$ cat config.mk
export PLATFORM = sky130hd
export DESIGN_NAME = cache_fill_fsm
export DESIGN_NICKNAME = d
export VERILOG_FILES = /design/src/rtl/cache_fill_fsm.sv
export SDC_FILE = /design/constraint.sdc
export NUM_CORES = 1
export LEC_CHECK = 0
export CORE_MARGIN = 2
export CORE_UTILIZATION = 39
export CTS_CLUSTER_DIAMETER = 100
export DETAILED_ROUTE_END_ITERATION = 7
export GPL_TIMING_DRIVEN = 1
export PLACE_DENSITY = 0.95
export SYNTH_ARGS = -nofsm -noshare
export SYNTH_HDL_FRONTEND = slang
export SYNTH_SLANG_ARGS = --single-unit
export TNS_END_PERCENT = 50
$ cat constraint.sdc
create_clock -name clk -period 3.7 [get_ports clk]
set_input_delay 0.74 -clock clk [delete_from_list [all_inputs] [get_ports clk]]
set_output_delay 0.74 -clock clk [all_outputs]
set_load 0.005 [all_outputs]
$ cat src/rtl/cache_fill_fsm.sv
// ---------------------------------------------------------------------------
// cache_fill_fsm
//
// Miss handler placed in front of one cache (instruction or data). When the
// cache reports a miss, the handler latches the block base address, issues
// WORDS pipelined reads to main memory on consecutive cycles, and writes each
// returned word into the cache data array. The last returned word also writes
// the tag array. While a fill is in progress the pipeline is stalled.
//
// Ports
//   clk                  in   1   system clock, rising edge
//   rst_n                in   1   asynchronous reset, active low
//   i_miss_detected      in   1   cache reports a miss on i_miss_address
//   i_miss_address       in  16   byte address that missed
//   i_memory_data        in  16   main-memory read data
//   i_memory_data_valid  in   1   i_memory_data answers the oldest outstanding read
//   o_fsm_busy           out  1   fill in progress, pipeline must stall
//   o_memory_enable      out  1   issue a read this cycle
//   o_memory_address     out 16   read address (0 when o_memory_enable=0)
//   o_write_data_array   out  1   write o_fill_data to the word at o_fill_addr
//   o_write_tag_array    out  1   write tag/valid for the block at o_fill_addr
//   o_fill_addr          out 16   byte address of the word being filled
//   o_fill_data          out 16   word being written (always i_memory_data)
//   o_dbg_state          out  1   current FSM state (0 = IDLE, 1 = FILL)
//
// Handshake: there is no back-pressure on either side. A read is issued in
// every cycle o_memory_enable=1, and every i_memory_data_valid beat seen in
// FILL is consumed in that same cycle (the fill side is always ready).
// ---------------------------------------------------------------------------
module cache_fill_fsm #(
  parameter int WORDS       = 8,
  parameter int OFFSET_BITS = 4
) (
  input  logic        clk,
  input  logic        rst_n,
  input  logic        i_miss_detected,
  input  logic [15:0] i_miss_address,
  input  logic [15:0] i_memory_data,
  input  logic        i_memory_data_valid,
  output logic        o_fsm_busy,
  output logic        o_memory_enable,
  output logic [15:0] o_memory_address,
  output logic        o_write_data_array,
  output logic        o_write_tag_array,
  output logic [15:0] o_fill_addr,
  output logic [15:0] o_fill_data,
  output logic        o_dbg_state
);

  localparam int              CNT_W       = (WORDS > 1) ? $clog2(WORDS) : 1;
  // The issue counter needs one extra bit so it can hold WORDS (all issued).
  localparam logic [CNT_W:0]  ISSUE_LIMIT = (CNT_W + 1)'(WORDS);
  localparam logic [CNT_W-1:0] RET_LAST   = CNT_W'(WORDS - 1);
  localparam logic [15:0]     OFFSET_MASK = 16'((1 << OFFSET_BITS) - 1);

  typedef enum logic {
    ST_IDLE = 1'b0,
    ST_FILL = 1'b1
  } state_t;

  state_t           r_state;
  logic [15:0]      r_base;
  logic [CNT_W:0]   r_issue_cnt;
  logic [CNT_W-1:0] r_ret_cnt;

  logic        w_in_fill;
  logic        w_issue_pending;
  logic        w_beat;
  logic        w_last_beat;
  logic [15:0] w_issue_addr;
  logic [15:0] w_ret_addr;

  assign w_in_fill       = (r_state == ST_FILL);
  assign w_issue_pending = w_in_fill && (r_issue_cnt < ISSUE_LIMIT);
  // Return beats are only meaningful in FILL; stray valids in IDLE are dropped.
  assign w_beat          = w_in_fill && i_memory_data_valid;
  assign w_last_beat     = w_beat && (r_ret_cnt == RET_LAST);

  // The base has its offset bits cleared, so base + 2*cnt never leaves the block.
  assign w_issue_addr = r_base + (16'(r_issue_cnt) << 1);
  assign w_ret_addr   = r_base + (16'(r_ret_cnt) << 1);

  // Outputs are decoded from registered state plus the current-cycle inputs:
  // the stall must be visible in the miss cycle and the data write must
  // coincide with the memory beat, so these cannot be delayed a cycle.
  // The stall is gated by rst_n so a miss held during reset does not stall.
  assign o_fsm_busy         = rst_n & (w_in_fill | i_miss_detected);
  assign o_memory_enable    = w_issue_pending;
  assign o_memory_address   = w_issue_pending ? w_issue_addr : 16'h0000;
  assign o_write_data_array = w_beat;
  assign o_write_tag_array  = w_last_beat;
  assign o_fill_addr        = w_in_fill ? w_ret_addr : 16'h0000;
  assign o_fill_data        = i_memory_data;
  assign o_dbg_state        = r_state;

  always_ff @(posedge clk or negedge rst_n) begin
    if (!rst_n) begin
      r_state     <= ST_IDLE;
      r_base      <= 16'h0000;
      r_issue_cnt <= '0;
      r_ret_cnt   <= '0;
    end else begin
      case (r_state)
        ST_IDLE: begin
          if (i_miss_detected) begin
            r_base      <= i_miss_address & ~OFFSET_MASK;
            r_issue_cnt <= '0;
            r_ret_cnt   <= '0;
            r_state     <= ST_FILL;
          end
        end
        ST_FILL: begin
          // Issue and return run independently; returns may overlap issues.
          if (w_issue_pending) begin
            r_issue_cnt <= r_issue_cnt + (CNT_W + 1)'(1);
          end
          if (i_memory_data_valid) begin
            r_ret_cnt <= r_ret_cnt + CNT_W'(1);
            if (r_ret_cnt == RET_LAST) begin
              r_state <= ST_IDLE;
            end
          end
        end
        default: r_state <= ST_IDLE;
      endcase
    end
  end

endmodule
Yosys cells after proc, flatten, opt, wreduce, memory -nomap -nowiden
Index checks and enable logic that the tools add are counted.
{"block": "classes", "n_bitwise": 3, "n_addsub": 4, "div_mod_pow": 0, "reduce_logical": 6, "n_mul": 0, "mux": 12, "n_lt_le_gt_ge": 1, "shift": 0, "n_eq_ne": 4}
{"cell": "two-way mux 16 bit", "count": 2}
{"cell": "adder 16 x 4 -> 16 bit", "count": 1}
{"cell": "adder 16 x 5 -> 16 bit", "count": 1}
{"cell": "two-way mux 4 bit", "count": 2}
{"cell": "one-hot mux 4 bit (2 select lines)", "count": 1}
{"cell": "two-way mux 3 bit", "count": 2}
{"cell": "one-hot mux 3 bit (2 select lines)", "count": 1}
{"cell": "AND reduction 2 bit", "count": 3}
{"cell": "adder 4 x 1 -> 4 bit, second input constant", "count": 1}
{"cell": "less-than comparator 4 bit, second input constant", "count": 1}
{"cell": "!= test 2 bit, second input constant", "count": 2}
{"cell": "adder 3 x 1 -> 3 bit, second input constant", "count": 1}
{"cell": "equality test 3 bit, second input constant", "count": 1}
{"cell": "logical AND 1 bit", "count": 3}
{"cell": "two-way mux 1 bit", "count": 3}
{"cell": "!= test 2 x 1 -> 1 bit, second input constant", "count": 1}
{"cell": "one-hot mux 1 bit (2 select lines)", "count": 1}
{"cell": "AND 1 bit", "count": 1}
{"cell": "NOT 1 bit", "count": 1}
{"cell": "OR 1 bit", "count": 1}
{"block": "word_totals", "ff_bits": 20, "output_inout_bits": 53, "mem_count": 0, "ramBits": 0, "in_bits": 36, "wordCells": 34, "mem_bits_ro": 0, "latch_bits": 0}

Longest topological paths before layout
Gate-level depths: netlist (run 1).
{"block": "depth", "ltp_word": 4, "mapped_depth": 5, "ltp_nobuf": 4}

Worst setup path after synthesis (run 1)
No wires, ideal clock.
{"block": "synth_timing", "path_kind": "register -> output", "start": "register r_issue_cnt[3]", "end": "output port o_memory_address[15]", "setup_slack_ns": 1.533, "required_time_ns": 2.960, "path_buffers": 0, "stages_incl_launch_ff": 5, "arrival_ns": 1.427, "path_cell_list": "dfrtp_1 > ha_1 > nand4_2 > or4_1 > a21oi_1"}
{"block": "synth_between", "elab_chain_len": 3, "elab_cells_between_ends": 4, "classes_between": "1 x add/sub; 1 x order compare; 1 x mux; 1 x reduce/logical"}
{"item": "from (decl)", "line": "63", "rtl": "logic [CNT_W:0] r_issue_cnt;"}
{"item": "from (signal assigned)", "line": "115", "rtl": "r_issue_cnt <= r_issue_cnt + (CNT_W + 1)'(1);"}
{"item": "parallel branches: the longest is 2 deep, another holds adder 16 x 5 -> 16 bit"}
{"item": "two-way mux 16 bit (*)", "line": "89", "rtl": "assign o_memory_address = w_issue_pending ? w_issue_addr : 16'h0000;"}
{"item": "to (decl)", "line": "42", "rtl": "output logic [15:0] o_memory_address,"}
Every way passes the cells marked *.

Final worst setup path (run 1)
Same ends and word-level chain as after synthesis.

==> run metrics, run 1 <==
Yosys reg bits 20; DR WL/cell 13.52 µm; via/cell ratio 5.000; filler cell count 337; part of the power in registers 0.340; Final HPWL DP 2.220 mm; met1 usage 0.1770; Async S/R FF share, synth 1.000; I/O pins 89; Synth area leader dfrtp_1; CTS sink cnt 20; TritonCTS clock tree built; Die X 63.43 µm; final hold violations 0; Cell variety after synth 35; Worst Setup End Kind primary output; cts hold-fix bufs 0; Max H-tree Level 1; Cell Rows 21; Layout area overhead 32.33%; crit path cell chain ha_1, nand4_2, or4_1, a21oi_1, clkdlybuf4s50_1; Root Buffer clkbuf_4; Comb power frac 0.564; final hold slack 537.4 ps; Slew headroom 0.6004; Antenna Nets Post-Route 0; Slew @ Worst Pin 599.4 ps; Num CTS Buffers 3; Max Cap Violations 0; Critical Path Source Type register; Worst-Skew Late Latency 310 ps; Syn Area/Cell 9.500 µm²; Post-CTS Setup Bufs 0; Mapped Area 1378 µm²; Final Max Slew Viols 0; Detailed Routing Iterations Pass 1 4; Storage cell area 500.5 µm²; Worst-path clk slew 110 ps; Post-synth EDFFs 0; Antenna Cells 0; hold path start r_ret_cnt[1]$_DFFE_PN0P_; Fmax 314.3 MHz; post-cts sizing count 0; area of the die 4023 µm²; Tmin final 3182 ps; core area 3363 µm²; most common library cells after synthesis dfrtp_1 (20), and2_1 (19), buf_4 (18), mux2_2 (11), nor2_1 (9); CP max-delay cell clkdlybuf4s50_1; LEAKAGE 0.7327 nW; initial antenna violation count 0; PortBufs 50; Synth Flop Type dfrtp_1; crit path launch r_issue_cnt[3]$_DFFE_PN0P_; Yosys top cell area share 0.3633; gpl congestion 0.7231; clock tree buffer depth 2; Net Sw Frac 0.3557; critical path class reg -> out; DRT Wirelength 3.028 mm; total track usage 0.1583; synth top area cells dfrtp_1 (36%), buf_4 (9.8%), mux2_2 (9.0%); final setup violating endpoints 0; Die Height 63.43 µm; layout cells sized above 1 0.1236; warnings from Yosys 0; Multi-input gate area 698.2 µm²; met2 usage in global routing 0.2803; RSZ-0062 raised after global routing no; vias in the first global route 1117; total power draw 1.376 mW; Hold Path Class reg -> reg; Max IR drop VDD 0.4899 mV; largest fanout on the critical path 8; RR Startpoint o_dbg_state$_DFF_PN0_; Clk pwr share 0.096; Worst Skew 10.47 ps; Final period util 0.8600; DRC violation count after routing 0; Initial Utilization 0.4096; register area share after synthesis 0.3633; most crowded layer after global routing met2; Final Net Count 220; GR met3 Demand/Resource 0.05536; most numerous cell in the Yosys netlist dfrtp_1; initial drt markers 43; first-pass GRT wire length 5.071 mm; Switch Pwr 489.4 µW; Max stage delay on crit path 530 ps; setup TNS 0 ps; largest net degree at the start of global routing 24; P_int 886.4 µW; Vias 1120; Req. time, crit path 2960 ps; GR Overflow Total 0; Pwr per Cell Area 754.7 nW/µm²; CP arrival 2440 ps; Post-Syn Instances 145; status finished, final reports clean
[flip-flops by register name, indices dropped and copies added (netlist names)]
signal	count
r_base	12
r_issue_cnt	4
r_ret_cnt	3
o_dbg_state	1
[layout by cell type (no fill, tap or decap), drive strengths merged, types with 3 or more instances in the layout]
master and instances:
clkdlybuf4s50 50, and2 21, dfrtp 20, mux2 12, nor2 9, a21oi 7, nand2 5, ha 5
o31ai 4, or4 4, o21ai 4, inv 4, clkbuf 4, xor2 3, a22o 3, nand3 3
nand4 3
[stage by stage]
stage | utilization | area (µm²) | setup slack, ps | cells
after floorplan | - | 1381 | 1533 | 146
after detailed placement | 0.5313 | 1787 | 867.7 | 220
after CTS | 0.5420 | 1823 | 510.3 | 224
after global placement | 0.5313 | 1787 | 894.8 | 220
after global routing | 0.5420 | 1823 | 315.4 | 224
final | 0.5420 | 1823 | 517.9 | 224
[final timing paths]
| kind | end | slack [ps] | depth (start not counted) |
|---|---|---|---|
| max in group asynchronous | r_issue_cnt[0]$_DFFE_PN0P_ | 2690 | 2 |
| min in group asynchronous | r_base[5]$_DFFE_PN0P_ | 790 | 2 |
| setup reg to reg | r_base[5]$_DFFE_PN0P_ | 1760 | 3 |
| setup / recovery | o_memory_address[15] | 520 | 5 |
| hold / removal | r_ret_cnt[1]$_DFFE_PN0P_ | 540 | 1 |
| hold reg to reg | r_ret_cnt[1]$_DFFE_PN0P_ | 540 | 1 |
[power groups by stage]
stage	Combinational, mW	Clock (mW)	Sequential, mW
floorplan	0.419	0	0.427
global placement	0.763	0	0.465
detailed placement	0.782	0	0.474
CTS	0.787	0.135	0.470
global route	0.856	0.144	0.492
finish	0.776	0.132	0.468
[worst max-delay path: cells and delay by family (launching register included)]
| family | cells | cell delay (ps) |
|---|---|---|
| buffers and inverters | 1 | 530 |
| and+or+nand+nor | 2 | 720 |
| DFF | 1 | 450 |
| adders and majority gates | 1 | 250 |
| AOI/OAI and AO/OA | 1 | 190 |
[per-layer routing]
layer | vias up | wire length, µm
met5 | - | 0
met4 | 0 | 44
met3 | 10 | 204
met2 | 41 | 1524
met1 | 526 | 1255
li1 | 543 | -
[final cells by class]
| cell class | instances | area share |
|---|---|---|
| flip-flops and latches | 20 | 0.2745 |
| clock buffers | 4 | 0.01990 |
| repair buffers | 52 | 0.2828 |
| inverters | 4 | 0.008236 |
| well taps | 46 | 0.03157 |
| multi-input cells | 98 | 0.3830 |
[logic make-up (layout without fill, tap and decap cells)]
family,count (synthesis),after routing,share of synthesized area
and+or+nand+nor,53,53,0.2298
buffers and inverters,28,60,0.1326
DFF,20,20,0.3633
muxes,12,12,0.09809
adders and majority gates,5,5,0.04541
other,1,2,0.002722
AOI/OAI and AO/OA,21,21,0.09628
xor gates and xnor gates,5,5,0.03180
Note: power is estimated with default switching activity, not from simulation.
==> run 2: changes to the inputs <==
- RECOVER_POWER: unset -> 50
==> run 2 against run 1 <==
  * Setup slack about the same
  * Worst hold slack improved by 0.67 ps
  * Sequential power about the same
  * Register-to-register slack about the same
  * Final cell count unchanged
  * Via count decreased by 0.54%
  * Non-clock buffer count unchanged
  * First-iteration DRC count unchanged
  * Combinational power about the same
  * Highest routed layer unchanged
==> run metrics, run 2 (same netlist as run 1, synthesis figures left out) <==
status finished, final reports clean; DRC violation count after routing 0 (unchanged); initial antenna violation count 0 (unchanged); DRT Wirelength 3.022 mm (-0.20%); Top Registers r_base: 12 flops, r_issue_cnt: 4 flops, r_ret_cnt: 3 flops; Final period util 0.8601 (about the same); most common cell after layout, fill and taps aside clkdlybuf4s50_1; Worst-Skew Late Latency 310 ps (about the same); Placed Cells 220 (unchanged); Max IR drop VDD 0.4898 mV (about the same); Max Cap Violations 0 (unchanged); gpl congestion 0.7231 (unchanged); Vias 1114 (-0.54%); Layout area overhead 32.06%; cts hold-fix bufs 0 (unchanged); Final Net Count 220 (unchanged); setup TNS 0 ps (unchanged); Pwr per Cell Area 755.8 nW/µm² (+0.14%); initial drt markers 43 (unchanged); RSZ-0062 raised after global routing no; total track usage 0.1583 (unchanged); Worst-path clk slew 110 ps (about the same); crit path cell chain ha_1, nand4_2, or4_1, a21oi_1, clkdlybuf4s50_1; Num CTS Buffers 3 (unchanged); Root Buffer clkbuf_4; Final WS setup 517.6 ps (-0.3650 ps); first-pass GRT wire length 5.071 mm (unchanged); total power draw 1.375 mW (about the same); GR Overflow Total 0 (unchanged); Detailed Routing Iterations Pass 1 4 (unchanged); area of the die 4023 µm² (unchanged); Die X 63.43 µm (unchanged); final hold violations 0 (unchanged); final setup violating endpoints 0 (unchanged); Antenna Nets Post-Route 0 (unchanged); Post-CTS Setup Bufs 0 (unchanged); I/O pins 89 (unchanged); Max stage delay on crit path 530 ps (about the same); clock tree buffer depth 2 (unchanged); most frequent cells in the layout clkdlybuf4s50_1 (48), dfrtp_1 (20), and2_1 (19); TritonCTS clock tree built; PortBufs 50 (unchanged); Storage cell area 500.5 µm² (unchanged); Antenna Cells 0 (unchanged); Worst Setup End Kind primary output; core area 3363 µm² (unchanged); Req. time, crit path 2960 ps (about the same); Initial Utilization 0.4096 (unchanged); critical path class reg -> out; Final Max Slew Viols 0 (unchanged); Critical Path Source Type register; Top reg by flops r_base; Final HPWL DP 2.220 mm (unchanged); Max H-tree Level 1 (unchanged); filler cell count 337 (unchanged); design area 1819 µm² (-0.21%); vias in the first global route 1117 (unchanged); Fmax 314.2 MHz (about the same); Slew @ Worst Pin 1132 ps (+532.7 ps); non-filler cells, final 224 (unchanged); Multi-input gate area 698.2 µm² (unchanged); Cell Rows 21 (unchanged); Tmin final 3182 ps (+0.3650 ps); layout cells sized above 1 0.1180 (-0.005618); DR WL/cell 13.49 µm (-0.20%); max reg flops 12 (unchanged); CP top delay family simple AND/OR/NAND/NOR gates; pre-CTS WS 867.7 ps (unchanged); Slew headroom 0.2453 (-0.3552); CP max-delay cell clkdlybuf4s50_1; largest net degree at the start of global routing 24 (unchanged); Hold Path Class reg -> reg; Worst Skew 10.38 ps (-0.09030 ps); via/cell ratio 4.973 (-0.54%); CP arrival 2440 ps (about the same); CP bufs+invs 1 (unchanged); Area after DPL 1787 µm² (unchanged); post-cts sizing count 0 (unchanged); CTS sink cnt 20 (unchanged); Die Height 63.43 µm (unchanged); LEAKAGE 0.7296 nW (-0.42%); largest fanout on the critical path 8 (unchanged)
[run 2: cell count changes in the layout (fill, tap and decap cells not counted), sizes merged]
cell and delta:
clkdlybuf4s50 -2, dlygate4sd3 +2, buf -1, clkbuf +1
[run 2: power breakdown]
group          switching [mW]  total, mW  internal [mW]
registers               0.146      0.468          0.322
logic                   0.271      0.775          0.504
clock network          0.0722      0.132         0.0601
[run 2: layer usage]
| layer | track usage | up-vias | part of all wire |
|---|---|---|---|
| met3 | 0.05536 | 10 | 0.067 |
| met2 | 0.2803 | 41 | 0.50 |
| li1 | - | 543 | - |
| met4 | 0.04891 | 0 | 0.015 |
| met1 | 0.1770 | 520 | 0.41 |
| met5 | 0 | - | 0 |
[run 2: per-stage QoR]
step | util | hold WS (ps)
2_1_floorplan | - | 444.4
3_3_place_gp | 0.5313 | 505.2
3_5_place_dp | 0.5313 | 507.5
4_1_cts | 0.5420 | 542.4
5_1_grt | 0.5409 | 550.5
6_report | 0.5409 | 538.1
[run 2: final timing paths]
path | cells past startpoint | start | to | slack, ps
min in group asynchronous | 2 | rst_n | r_base[5]$_DFFE_PN0P_ | 1180
worst min-delay path | 1 | r_ret_cnt[1]$_DFFE_PN0P_ | r_ret_cnt[1]$_DFFE_PN0P_ | 540
max in group asynchronous | 2 | rst_n | r_issue_cnt[0]$_DFFE_PN0P_ | 1840
worst max register to register | 3 | o_dbg_state$_DFF_PN0_ | r_base[5]$_DFFE_PN0P_ | 1770
worst max-delay path | 5 | r_issue_cnt[3]$_DFFE_PN0P_ | o_memory_address[15] | 520
worst min register to register | 1 | r_ret_cnt[1]$_DFFE_PN0P_ | r_ret_cnt[1]$_DFFE_PN0P_ | 540
[run 2: worst reg2reg max path, cell delays in order (launching register included)]
cell	delay, ps
dfrtp_1	620
nor2b_1	580
buf_4	300
mux2_2	350
[run 2: layout make-up]
| class | count | area share |
|---|---|---|
| Multi-Input combinational cell | 98 | 0.3838 |
| Timing Repair Buffer | 52 | 0.2813 |
| Sequential cell | 20 | 0.2751 |
| Tap cell | 46 | 0.03164 |
| Clock buffer | 4 | 0.01995 |
| Inverter | 4 | 0.008253 |
==> run 3: changes to the inputs <==
==> constraint.sdc (replaced) <==
create_clock -name clk -period 3.7 [get_ports clk]
set_input_delay 0.74 -clock clk [delete_from_list [all_inputs] [get_ports clk]]
set_output_delay 0.74 -clock clk [all_outputs]
set_load 0.02 [all_outputs]
==> run 3 against run 2 <==
  * Critical path depth is the same
  * Core utilization shrank 0.19 points
  * Register-to-register slack gained 40 ps
  * Critical path type unchanged
  * Highest routed layer unchanged
==> run metrics, run 3 (same netlist as run 1, synthesis figures left out) <==
most common cell after layout, fill and taps aside clkdlybuf4s50_1; Req. time, crit path 2960 ps (about the same); Final Max Slew Viols 0 (unchanged); Tmin final 3268 ps (+85.86 ps); Vias 1119 (+0.45%); CP arrival 2530 ps (+90 ps); pre-CTS WS 774.6 ps (-93.17 ps); status finished, final reports clean; Top Registers r_base: 12 flops, r_issue_cnt: 4 flops, r_ret_cnt: 3 flops; Slew headroom 0.2592 (+0.01388); Final Net Count 221 (+0.45%); setup TNS 0 ps (unchanged); Max H-tree Level 1 (unchanged); design area 1813 µm² (-0.34%); total power draw 1.554 mW (+13%); Hold Path Class reg -> reg; Max Cap Violations 0 (unchanged); Top reg by flops r_base; first-pass GRT wire length 4.947 mm (-2.4%); final hold slack 550.4 ps (+12.35 ps); DRC violation count after routing 0 (unchanged); LEAKAGE 0.7269 nW (-0.37%); DRT Wirelength 3.024 mm (about the same); layout cells sized above 1 0.1180 (unchanged); Post-CTS Setup Bufs 0 (unchanged); Die X 63.43 µm (unchanged); filler cell count 335 (-0.59%); Area after DPL 1794 µm² (+0.42%); Worst-Skew Late Latency 310 ps (about the same); cts hold-fix bufs 0 (unchanged); largest net degree at the start of global routing 23 (-4.2%); Antenna Cells 0 (unchanged); RSZ-0062 raised after global routing no; DR WL/cell 13.50 µm (about the same); Worst Skew 16.57 ps (+6.190 ps); Final HPWL DP 2.278 mm (+2.6%); gpl congestion 0.7243 (+0.17%); largest fanout on the critical path 8 (unchanged); PortBufs 50 (unchanged); core area 3363 µm² (unchanged); TritonCTS clock tree built; Root Buffer clkbuf_4; max reg flops 12 (unchanged); clock tree buffer depth 2 (unchanged); Fmax 306.0 MHz (-2.6%); Final period util 0.8833 (+0.02320); critical path class reg -> out; vias in the first global route 1092 (-2.2%); Pwr per Cell Area 857.1 nW/µm² (+13%); I/O pins 89 (unchanged); area of the die 4023 µm² (unchanged); Layout area overhead 31.61%; Die Height 63.43 µm (unchanged); Final WS setup 431.7 ps (-85.86 ps); Max IR drop VDD 0.4584 mV (-6.4%); CTS sink cnt 20 (unchanged); Cell Rows 21 (unchanged); initial antenna violation count 0 (unchanged); Worst-path clk slew 100 ps (about the same); post-cts sizing count 0 (unchanged); total track usage 0.1542 (-0.004097); final setup violating endpoints 0 (unchanged); Slew @ Worst Pin 1111 ps (-20.82 ps); Critical Path Source Type register; via/cell ratio 4.996 (+0.45%); Antenna Nets Post-Route 0 (unchanged); Num CTS Buffers 3 (unchanged); Worst Setup End Kind primary output; final hold violations 0 (unchanged); initial drt markers 28 (-35%); Detailed Routing Iterations Pass 1 4 (unchanged); most frequent cells in the layout clkdlybuf4s50_1 (47), dfrtp_1 (20), and2_1 (19); GR Overflow Total 0 (unchanged); Initial Utilization 0.4096 (unchanged)
-- run 3: cell types whose count changed in the layout (fill, tap and decap cells not counted) --
| cell | delta |
|---|---|
| clkbuf_8 | -1 |
| clkdlybuf4s50_1 | -1 |
| dlygate4sd3_1 | +1 |
| buf_4 | +1 |
-- run 3: cell type report --
class	count	area, µm²	area share
clock buffer	3	22.52	0.01242
inverter	4	15.01	0.008282
multi-input combinational	98	698.2	0.3851
sequential	20	500.5	0.2761
tap	46	57.56	0.03175
timing repair buffer	53	519.2	0.2864
-- run 3: per-layer routing --
| layer | track usage | routed length, µm | vias up |
|---|---|---|---|
| met5 | 0 | 0 | - |
| met4 | 0.05707 | 37 | 0 |
| met3 | 0.04286 | 190 | 8 |
| met2 | 0.2671 | 1487 | 40 |
| met1 | 0.1806 | 1308 | 527 |
| li1 | - | - | 544 |
-- run 3: worst paths after layout --
check                                            from                          to  slack (ps)  cells past startpoint
max                        r_issue_cnt[3]$_DFFE_PN0P_        o_memory_address[15]         430                      5
min                          r_ret_cnt[2]$_DFFE_PN0P_    r_ret_cnt[2]$_DFFE_PN0P_         550                      1
max reg2reg                     o_dbg_state$_DFF_PN0_       r_base[6]$_DFFE_PN0P_        1810                      4
min reg2reg                  r_ret_cnt[2]$_DFFE_PN0P_    r_ret_cnt[2]$_DFFE_PN0P_         550                      1
max in group asynchronous                       rst_n       r_base[5]$_DFFE_PN0P_        1850                      2
min in group asynchronous                       rst_n  r_issue_cnt[2]$_DFFE_PN0P_        1170                      2
-- run 3: worst max-delay path, cell delays in order (launching register included) --
cell	delay, ps
dfrtp_1	450
ha_1	250
nand4_2	210
or4_1	510
a21oi_1	190
clkdlybuf4s50_1	630
-- run 3: power by group --
group / internal [mW] / switching (mW)
clock network: 0.0379 / 0.0682
registers: 0.322 / 0.138
logic: 0.511 / 0.477
-- run 3: through the flow --
stage | util | instances
after detailed placement | 0.5335 | 221
after global routing | 0.5391 | 224
after global placement | 0.5335 | 221
after CTS | 0.5402 | 224
after floorplan | - | 146
final | 0.5391 | 224
